<file path="src/rtl/rotor_key_loader.sv">
// Loads NUM_ROTORS rotor start positions from ASCII key characters onto the rotor configuration bus.
// Latency: each accepted character drives one WRITE cycle on the edge after it is accepted; done follows the last WRITE.
// Backpressure: char_ready is high only in WAIT_CHAR; a character transfers when char_valid and char_ready are both high.
module rotor_key_loader #(
  parameter int          NUM_ROTORS = 3,
  parameter logic [1:0]  IDLE_SEL   = 2'd3
) (
  input  logic       clk,
  input  logic       rst,
  input  logic       start,
  input  logic [7:0] char_in,
  input  logic       char_valid,
  output logic       char_ready,
  output logic [4:0] pozitie_initiala_out,
  output logic [1:0] pozitie_rotor_out,
  output logic       busy,
  output logic       done,
  output logic       error
);

  localparam logic [1:0] LAST_IDX = 2'(NUM_ROTORS - 1);

  typedef enum logic [2:0] {
    S_IDLE,
    S_WAIT_CHAR,
    S_WRITE,
    S_DONE,
    S_ERROR
  } state_t;

  state_t     state;
  state_t     state_nx;
  logic [1:0] idx;
  logic [1:0] idx_nx;
  logic [4:0] pos_reg;
  logic [4:0] pos_nx;

  // Next values for the registered outputs, derived from the next state so
  // every output lines up with the state it belongs to without extra delay.
  logic [1:0] sel_nx;
  logic [4:0] ipos_nx;
  logic       busy_nx;
  logic       done_nx;
  logic       error_nx;

  logic       is_upper;
  logic       is_lower;
  logic [7:0] char_off;
  logic       xfer;

  // Classify the key byte and compute its alphabet offset.
  always_comb begin
    is_upper = (char_in >= 8'h41) && (char_in <= 8'h5A);
    is_lower = (char_in >= 8'h61) && (char_in <= 8'h7A);
    char_off = is_upper ? (char_in - 8'h41) : (char_in - 8'h61);
  end

  // char_ready comes straight from the state register.
  assign char_ready = (state == S_WAIT_CHAR);
  assign xfer       = char_valid && char_ready;

  // State register.
  always_ff @(posedge clk or posedge rst) begin
    if (rst) begin
      state <= S_IDLE;
    end else begin
      state <= state_nx;
    end
  end

  // Next-state, index/position update and next output values.
  always_comb begin
    state_nx = state;
    idx_nx   = idx;
    pos_nx   = pos_reg;
    case (state)
      S_IDLE: begin
        if (start) begin
          state_nx = S_WAIT_CHAR;
          idx_nx   = 2'd0;
        end
      end
      S_WAIT_CHAR: begin
        // start is deliberately ignored here: a load in progress never restarts.
        if (xfer) begin
          if (is_upper || is_lower) begin
            pos_nx   = char_off[4:0];
            state_nx = S_WRITE;
          end else begin
            state_nx = S_ERROR;
          end
        end
      end
      S_WRITE: begin
        if (idx == LAST_IDX) begin
          state_nx = S_DONE;
        end else begin
          idx_nx   = idx + 2'd1;
          state_nx = S_WAIT_CHAR;
        end
      end
      S_DONE: begin
        state_nx = S_IDLE;
      end
      S_ERROR: begin
        if (start) begin
          state_nx = S_WAIT_CHAR;
          idx_nx   = 2'd0;
        end
      end
      default: begin
        state_nx = S_IDLE;
        idx_nx   = 2'd0;
      end
    endcase

    // Only the WRITE cycle addresses a rotor; all other cycles park the bus.
    sel_nx   = (state_nx == S_WRITE) ? idx_nx : IDLE_SEL;
    ipos_nx  = (state_nx == S_WRITE) ? pos_nx : 5'd0;
    busy_nx  = (state_nx == S_WAIT_CHAR) || (state_nx == S_WRITE);
    done_nx  = (state_nx == S_DONE);
    error_nx = (state_nx == S_ERROR);
  end

  // Rotor index and captured position.
  always_ff @(posedge clk or posedge rst) begin
    if (rst) begin
      idx     <= 2'd0;
      pos_reg <= 5'd0;
    end else begin
      idx     <= idx_nx;
      pos_reg <= pos_nx;
    end
  end

  // Registered outputs.
  always_ff @(posedge clk or posedge rst) begin
    if (rst) begin
      pozitie_initiala_out <= 5'd0;
      pozitie_rotor_out    <= IDLE_SEL;
      busy                 <= 1'b0;
      done                 <= 1'b0;
      error                <= 1'b0;
    end else begin
      pozitie_initiala_out <= ipos_nx;
      pozitie_rotor_out    <= sel_nx;
      busy                 <= busy_nx;
      done                 <= done_nx;
      error                <= error_nx;
    end
  end

endmodule

</file>
<file path="config.mk">
export PLATFORM = sky130hd
export DESIGN_NAME = rotor_key_loader
export DESIGN_NICKNAME = d
export VERILOG_FILES = /design/src/rtl/rotor_key_loader.sv
export SDC_FILE = /design/constraint.sdc
export NUM_CORES = 1
export LEC_CHECK = 0
export ABC_AREA = 1
export CAP_MARGIN = 20
export CORE_MARGIN = 10
export CORE_UTILIZATION = 42
export CTS_CLUSTER_DIAMETER = 30
export DETAILED_ROUTE_END_ITERATION = 7
export GPL_ROUTABILITY_DRIVEN = 0
export PLACE_DENSITY = 0.73
export SLEW_MARGIN = 0
export SYNTH_ARGS = -nofsm -noshare
export SYNTH_HDL_FRONTEND = slang
export SYNTH_SLANG_ARGS = --single-unit
</file>
<file path="constraint.sdc">
create_clock -name clk -period 1.3 [get_ports clk]
set_clock_uncertainty 0.2 [all_clocks]
set_input_delay 0.195 -clock clk [delete_from_list [all_inputs] [get_ports clk]]
set_output_delay 0.195 -clock clk [all_outputs]
set_load 0.05 [all_outputs]
</file>
After elaboration in Yosys (flattened, before gate mapping)
Cells that the tools add are included.
{"block": "op_classes", "addsub": 3, "order_cmp": 4, "n_eq_ne": 9, "mux": 14, "reduce_logical": 8}
{"cell": "2-to-1 mux 5 bit", "n": 5}
{"cell": ">= comparator 8 x 7 -> 1 bit (second input constant)", "n": 2}
{"cell": "<= comparator 8 x 7 -> 1 bit (second input constant)", "n": 2}
{"cell": "== test 3 x 2 -> 1 bit (second input constant)", "n": 4}
{"cell": "subtractor 5 x 1 -> 5 bit (second input constant)", "n": 2}
{"cell": "2-to-1 mux 3 bit", "n": 3}
{"cell": "case mux 3 bit (3 select lines)", "n": 1}
{"cell": "2-to-1 mux 2 bit", "n": 4}
{"cell": "== test 3 x 1 -> 1 bit (second input constant)", "n": 2}
{"cell": "== test 3 bit (second input constant)", "n": 2}
{"cell": "case mux 2 bit (3 select lines)", "n": 1}
{"cell": "OR reduction 2 bit", "n": 2}
{"cell": "logical AND 1 bit", "n": 3}
{"cell": "logical NOT 3 bit", "n": 1}
{"cell": "adder 2 x 1 -> 2 bit (second input constant)", "n": 1}
{"cell": "== test 2 bit (second input constant)", "n": 1}
{"cell": "logical OR 1 bit", "n": 2}
{"block": "totals", "reg_bits": 20, "in_bits": 12, "output_inout_bits": 11, "wordCells": 46}

Longest topological paths before layout
Gate-level depths: netlist of the first run.
{"block": "depth", "ltp_word": 8, "depth_mapped": 10}

Worst setup path after synthesis of the first run
OpenSTA, ideal clock, no wires.
{"block": "synth_timing", "path_kind": "register to register", "from": "register state[2]", "to": "register busy", "t_arrival_ns": 1.258, "path_slack_ns": -0.232, "stages_incl_launch_ff": 6, "synth_period_minus_slack_ns": 1.532, "path_cell_list": "dfrtp_1 > nor2_4 > nand2_2 > inv_1 > a21oi_1 > a21oi_4"}
{"block": "synth_between", "elab_chain_len": 6, "word_cells_on_any_way": 12, "cone_classes": "eq/ne: 5; mux: 3; reduce/logical: 4"}
{"item": "start: declaration", "line_no": "31", "rtl": "state_t state;"}
{"item": "start signal: assignment", "line_no": "67", "rtl": "state <= state_nx;"}
{"item": "== test 3 x 1 -> 1 bit *", "line_no": "59", "rtl": "assign char_ready = (state == S_WAIT_CHAR);"}
{"item": "via char_ready", "line_no": "13", "rtl": "output logic char_ready,"}
{"item": "logical AND 1 bit", "line_no": "60", "rtl": "assign xfer = char_valid && char_ready;"}
{"item": "2-to-1 mux 3 bit", "line_no": "85", "rtl": "if (xfer) begin"}
{"item": "case mux 3 bit (3 select lines) *", "line_no": "76", "rtl": "case (state)"}
{"item": "== test 3 x 1 -> 1 bit / == test 3 x 2 -> 1 bit (equally long branches)", "line_no": "120", "rtl": "busy_nx = (state_nx == S_WAIT_CHAR) || (state_nx == S_WRITE);"}
{"item": "logical OR 1 bit *", "line_no": "120"}
{"item": "via busy_nx", "line_no": "42", "rtl": "logic busy_nx;"}
{"item": "end signal: assignment", "line_no": "147", "rtl": "busy <= busy_nx;"}
{"item": "end: declaration", "line_no": "16", "rtl": "output logic busy,"}
Mark *: on every way through the listed nets, which the timed path passes. The rest lies on a longest branch.

Worst setup path in the final report of the first run
{"block": "layout_timing", "from": "register state[1]", "to": "output port char_ready"}
{"block": "layout_between", "elab_chain_len": 1}
{"item": "== test 3 x 1 -> 1 bit", "line_no": "59"}
{"item": "end: declaration", "line_no": "13"}
No other way between the ends.

==> reports/qor.txt, run 1 <==
Total grt overflow -> 0
WL final -> 2170 µm
Final Cycle Share -> 125%
WL/cell -> 12.3 µm
Post-synth top cells -> 23 x inv_1, 20 x nand2_1, 15 x dfrtp_1
Detailed Place HPWL -> 1770 µm
Die H -> 66.5 µm
Slew @ Worst Pin -> 0.249 ns
TritonCTS clock tree -> yes
Hold Crit Class -> input pin to flop
Final hold viol count -> 0
Power per cell area -> 1250 mW/mm²
Core box area -> 0.00200 mm²
Ant. Diodes -> 0
Clock share of power -> 14.5%
Unrepaired setup endpoints after global routing -> yes
Net Sw Frac -> 37.5%
Main area contributors after synthesis -> dfrtp_1 41%, inv_1 9.5%, nand2_1 8.3%
Reg with most FFs -> pozitie_initiala_out
Register area share after synthesis -> 47.1%
Row cnt -> 16
Fmax -> 614 MHz
Post-synthesis async set-or-reset flop share -> 100%
Max FFs per register -> 5
CP max FO -> 3
Static Leak -> 0.000758 µW
Total die area -> 0.00442 mm²
Syn_area_per_cell -> 8.65 µm²
Max Buffers Root-to-Sink -> 2
Worst slew margin -> 83.3%
Vias/cell -> 4.59
Io pins -> 23
Mapped Cells -> 105
Prevailing post-synth register cell -> dfrtp_1
Critical Path Sink Type -> output port
Biggest regs -> pozitie_initiala_out x5, state x3
Comb pwr share -> 50.5%
CTS Buf Count -> 3
Area growth syn-to-layout -> 68.5%
Detail Route Antenna Nets -> 0
Worst path cell trace -> inv_1, nand2_4, buf_6, clkinvlp_4, buf_12
Crit-path leading delay family -> buffers and inverters
Initial core utilization -> 45.4%
Setup violators final -> 16
Worst R2R Setup Slack -> -0.30 ns
Worst slack at placement -> -0.663 ns
Synth area leader -> dfrtp_1
Switch Pwr -> 716 µW
First-pass GRT wire length -> 3510 µm
Crit path largest cell delay -> 0.41 ns
Total number of yosys warnings -> 0
VDD IR max -> 0.743 mV
Area of the mapped netlist -> 908 µm²
# DRC -> 0
CTS sink count -> 17
Worst skew pair latency -> 0.28 ns
Status -> complete, but fails checks
Final worst slack -> -0.328 ns
Layout cells sized above 1 -> 43.0%
Die width -> 66.5 µm
Register bit total from synthesis -> 17
CTS Root Cell -> clkbuf_4
Max_cap viols -> 0
Internal -> 1190 µW
Top-count cell post-synth -> inv_1
Crit path time final -> 1.63 ns
Overall Global Routing Usage -> 10.2%
CP Data Required Time -> 0.90 ns
CP max-delay cell -> dfrtp_1
Crit Path Class -> flop to output port
1st-pass router iterations -> 2
Fin Hold WS -> 0.0536 ns
Placement Cell Area -> 0.00142 mm²
DR iter-0 viols -> 9
DR vias -> 807
Syn_nets -> 122
EDFF count, synth -> 0
Violated checks -> setup timing
Number of distinct library cells after synthesis -> 21
Slew Viols, Final -> 0
Initial antenna violation count -> 0
Yosys top cell area share -> 41.3%
Crit path DAT -> 1.23 ns
CP Buf/Inv Count -> 4
Pin count of the biggest net entering global routing -> 12
Setup crit start kind -> flop
Reg power frac -> 34.9%
Vias in the first global route -> 834
PortBufs -> 22
H-tree levels -> 1
Final Net Count -> 167
Final Cell Area -> 0.00153 mm²
Reg clk slew, reported paths -> 0.09 ns
[stage by stage]
stage               utilization (%)  cells  setup TNS (ns)  total power, µW
floorplan                         -    105          -0.618             1120
global placement               70.8    170           -7.62             1510
detailed placement             70.8    170           -8.62             1540
CTS                            74.9    176           -3.43             1890
global route                   76.4    176           -4.82             2010
finish                         76.4    176           -3.52             1910
[path summary, 6_finish.rpt]
kind | to | depth (start not counted) | start
hold reg to reg | pos_reg[2] | 4 | pos_reg[2]
setup reg to reg | pozitie_rotor_out[1] | 6 | state[1]
max in group asynchronous | state[1] | 4 | rst
hold / removal | pozitie_initiala_out[0] | 2 | char_in[0]
min in group asynchronous | pos_reg[3] | 3 | rst
setup / recovery | char_ready | 5 | state[1]
[layout make-up]
cell class / count / area, µm²
Clock buffer: 4 / 26.3
Multi-Input combinational cell: 62 / 443
Tap cell: 27 / 33.8
Timing Repair Buffer: 41 / 502
Inverter: 25 / 97.6
Fill cell: 128 / 472
Sequential cell: 17 / 428
[metal layers]
metal  share of wire [%]  track usage (%)  vias up  wire (µm)
met5                   0                0        -          0
met4                 2.3             6.28        0         50
met3                 4.5             2.17        4         98
met2                  56             19.4       18       1220
met1                  37             9.51      374        798
li1                    -                -      411          -
[cells in the final DEF, fill, tap and decap left out, types with 3 or more instances in the layout]
cell type,n
nor2_2,8
nand2_1,14
nand4_1,3
nand2_2,6
ha_1,5
nor2_1,6
buf_12,12
clkbuf_4,3
inv_2,3
dfrtp_1,15
inv_1,21
dlygate4sd2_1,3
buf_4,13
buf_6,4
clkdlybuf4s50_1,7
[cells by family (layout without fill, tap and decap cells)]
family                   Yosys count  in the layout  synth area share [%]
AO/OA/AOI/OAI                      9              9                  6.89
XOR/XNOR                           1              1                 0.964
adder cells (fa/ha/maj)            5              5                  6.89
buffers and inverters             26             70                  12.0
flip-flops                        17             17                  47.1
AND/OR/NAND/NOR                   47             47                  26.2
[power by group through the flow]
| stage | clock, µW | combinational, µW | sequential, µW |
|---|---|---|---|
| 2_1_floorplan | 0 | 362 | 762 |
| 3_3_place_gp | 0 | 842 | 671 |
| 3_5_place_dp | 0 | 863 | 677 |
| 4_1_cts | 279 | 944 | 668 |
| 5_1_grt | 304 | 1030 | 679 |
| 6_report | 277 | 965 | 668 |
[what timing repair did]
item                                    4_1_cts  5_1_grt
resized for setup                            18       11
pin swaps                                    11        2
endpoints found under the setup margin       17       31
endpoints found under the hold margin         4        0
hold buffers                                  1        0
setup buffers                                 1        0
Power figures use the tool's default switching activity.
==> run 2, diff against run 1 <==
Settings changed: CORE_UTILIZATION 42 to 47, PLACE_DENSITY 0.73 to 0.77, SLEW_MARGIN 0 to 10.
Clock period 1.3 ns to 1.5 ns, I/O delays scaled along.
==> run 2 against run 1 <==
The run ends with hold timing, setup timing left. Die area decreased by 7.5%. Setup slack better by 0.17 ns. Clock-buffer cell count shrank 1. Routed wire length up 24%. First-iteration DRC count rose to 3.7 times the previous value. Clock power is 8.3% lower. Global-route usage increased by 2.9 points. Sequential share of layout area is 0.20 points lower. Power shrank 12%. Sequential power shrank 13%. Combinational power down 11%. Critical endpoint unchanged.
==> reports/qor.txt, run 2 (synthesis gave the netlist of run 1 again) <==
Max FFs per register -> 5 (unchanged)
Pin count of the biggest net entering global routing -> 11 (-1)
VDD IR max -> 0.933 mV (+26%)
Crit path DAT -> 1.24 ns (about the same)
Slew @ Worst Pin -> 0.353 ns (+0.105 ns)
WL final -> 2690 µm (+24%)
Layout cells sized above 1 -> 41.3% (-1.7 points)
Commonest non-fill, non-tap cell in the layout -> inv_1
Fmax -> 602 MHz
WL/cell -> 15.0 µm (+21%)
Vias in the first global route -> 924 (+11%)
Total die area -> 0.00409 mm² (-7.5%)
CTS Buf Count -> 3 (unchanged)
Max_cap viols -> 0 (unchanged)
Final worst slack -> -0.161 ns (+0.168 ns)
FF-to-FF Start -> state[2]
Reg power frac -> 34.3% (-0.6 points)
Worst skew pair latency -> 0.31 ns (+0.03 ns)
PortBufs -> 22 (unchanged)
Comb pwr share -> 50.7% (+0.2 points)
Final Cycle Share -> 111%
Initial antenna violation count -> 0 (unchanged)
Status -> complete, but fails checks
Clock share of power -> 15.0% (+0.5 points)
Detailed Place HPWL -> 1880 µm (+6.3%)
Setup crit start kind -> flop
Core box area -> 0.00178 mm² (-11%)
1st-pass router iterations -> 4 (+2)
Filler instances -> 104 (-19%)
Storage element area -> 428 µm² (unchanged)
Hold Crit Class -> input pin to asynchronous set/reset pin
Crit path time final -> 1.66 ns
Worst R2R Setup Slack -> -0.13 ns (+0.17 ns)
Max Buffers Root-to-Sink -> 2 (unchanged)
Io pins -> 23 (unchanged)
CP Data Required Time -> 1.07 ns (+0.17 ns)
Slew Viols, Final -> 0 (unchanged)
Crit Path Class -> flop to output port
Die H -> 64.0 µm (-3.8%)
DR vias -> 886 (+9.8%)
# DRC -> 0 (unchanged)
CP max-delay cell -> dfrtp_1
Die width -> 64.0 µm (-3.8%)
CTS Root Cell -> clkbuf_4
Worst slack at placement -> -0.488 ns (+0.175 ns)
Switch Pwr -> 653 µW (-8.9%)
DR iter-0 viols -> 33 (+24)
CTS sink count -> 17 (unchanged)
Worst slew margin -> 76.4% (-6.9 points)
Worst path cell trace -> inv_2, nor2_4, nand2_2, buf_6, clkinvlp_4, buf_12
Row cnt -> 15 (-1)
Final hold viol count -> 5 (+5)
H-tree levels -> 1 (unchanged)
Unrepaired setup endpoints after global routing -> yes
Overall Global Routing Usage -> 13.0% (+2.9 points)
Violated checks -> hold timing, setup timing
Critical Path Sink Type -> output port
TritonCTS clock tree -> yes
Reg clk slew, reported paths -> 0.10 ns (about the same)
Crit path largest cell delay -> 0.38 ns (-0.03 ns)
Internal -> 1040 µW (-13%)
Most frequent cells in the layout -> 21 x inv_1, 17 x nand2_1, 16 x buf_4, 15 x dfrtp_1, 12 x buf_12
Net Sw Frac -> 38.7% (+1.2 points)
R2R depth -> 8 (+2)
Setup violators final -> 12 (-4)
Power per cell area -> 1100 mW/mm² (-12%)
Fin Hold WS -> -0.00338 ns (-0.0570 ns)
First-pass GRT wire length -> 4210 µm (+20%)
Total grt overflow -> 0 (unchanged)
Static Leak -> 0.000779 µW (+2.7%)
Biggest regs -> pozitie_initiala_out x5, state x3
Ant. Diodes -> 0 (unchanged)
CP max FO -> 2 (-1)
Detail Route Antenna Nets -> 0 (unchanged)
Vias/cell -> 4.92 (+7.3%)
Area growth syn-to-layout -> 69.7%
Reg with most FFs -> pozitie_initiala_out
Final Net Count -> 173 (+3.6%)
Initial core utilization -> 50.9% (+5.6 points)
Reg-to-reg endpoint -> pozitie_initiala_out[0]
Multi-input gate area -> 402 µm² (-9.3%)
## run 2: changes by cell type in the layout (fill, tap and decap cells not counted), sizes merged
cell / change
buf: +6
dlygate4sd2: -2
clkdlybuf4s50: +1
clkinv: +1
## run 2: worst max path at each step
stage	end	cells after the start	slack, ns	startpoint
floorplan	busy	6	0.004	state[0]
global placement	pos_reg[3]	9	-0.43	char_in[0]
detailed placement	pozitie_initiala_out[2]	9	-0.49	char_in[1]
CTS	char_ready	5	-0.15	state[2]
global route	char_ready	6	-0.22	state[0]
finish	char_ready	6	-0.16	state[0]
## run 2: worst max-delay path, delay by kind of cell, from the launching register on
family        cells  cell delay [ns]
buf+inv           4             0.44
flops             1             0.38
simple gates      2             0.12
## run 2: per-stage QoR
step                instances  power [µW]  setup TNS, ns  util [%]  cell area [µm²]
CTS                       176        1630         -0.792      83.9             1500
floorplan                 105         956              0         -              916
detailed placement        166        1290          -5.88      77.8             1390
finish                    180        1690          -1.03      86.5             1540
global route              180        1770          -2.07      86.5             1540
global placement          166        1260          -5.17      77.8             1390
## run 2: layout make-up
cell class	count	share of cell area, %
timing repair buffer	47	36.0
sequential	17	27.8
multi-input combinational	62	26.1
inverter	25	6.33
tap	25	2.03
clock buffer	3	1.46
clock inverter	1	0.325
## run 2: power groups by stage
stage,combinational (µW),sequential (µW),clock [µW]
finish,855,579,254
floorplan,296,661,0
detailed placement,700,588,0
global placement,673,584,0
global route,902,584,280
CTS,796,579,257
## run 2: what timing repair did
item / 4_1_cts / 5_1_grt
buffers inserted: 6 / 3
hold buffers: 0 / 1
pin swaps: 9 / 5
gates resized for setup: 15 / 10
setup endpoints to repair: 14 / 15
hold endpoints to repair: 0 / 1
## run 2: per-layer routing
metal / global-route usage, % / wire length (µm)
met2: 25.4 / 1530
met5: 0 / 0
met1: 11.8 / 972
met3: 2.61 / 122
met4: 8.20 / 69
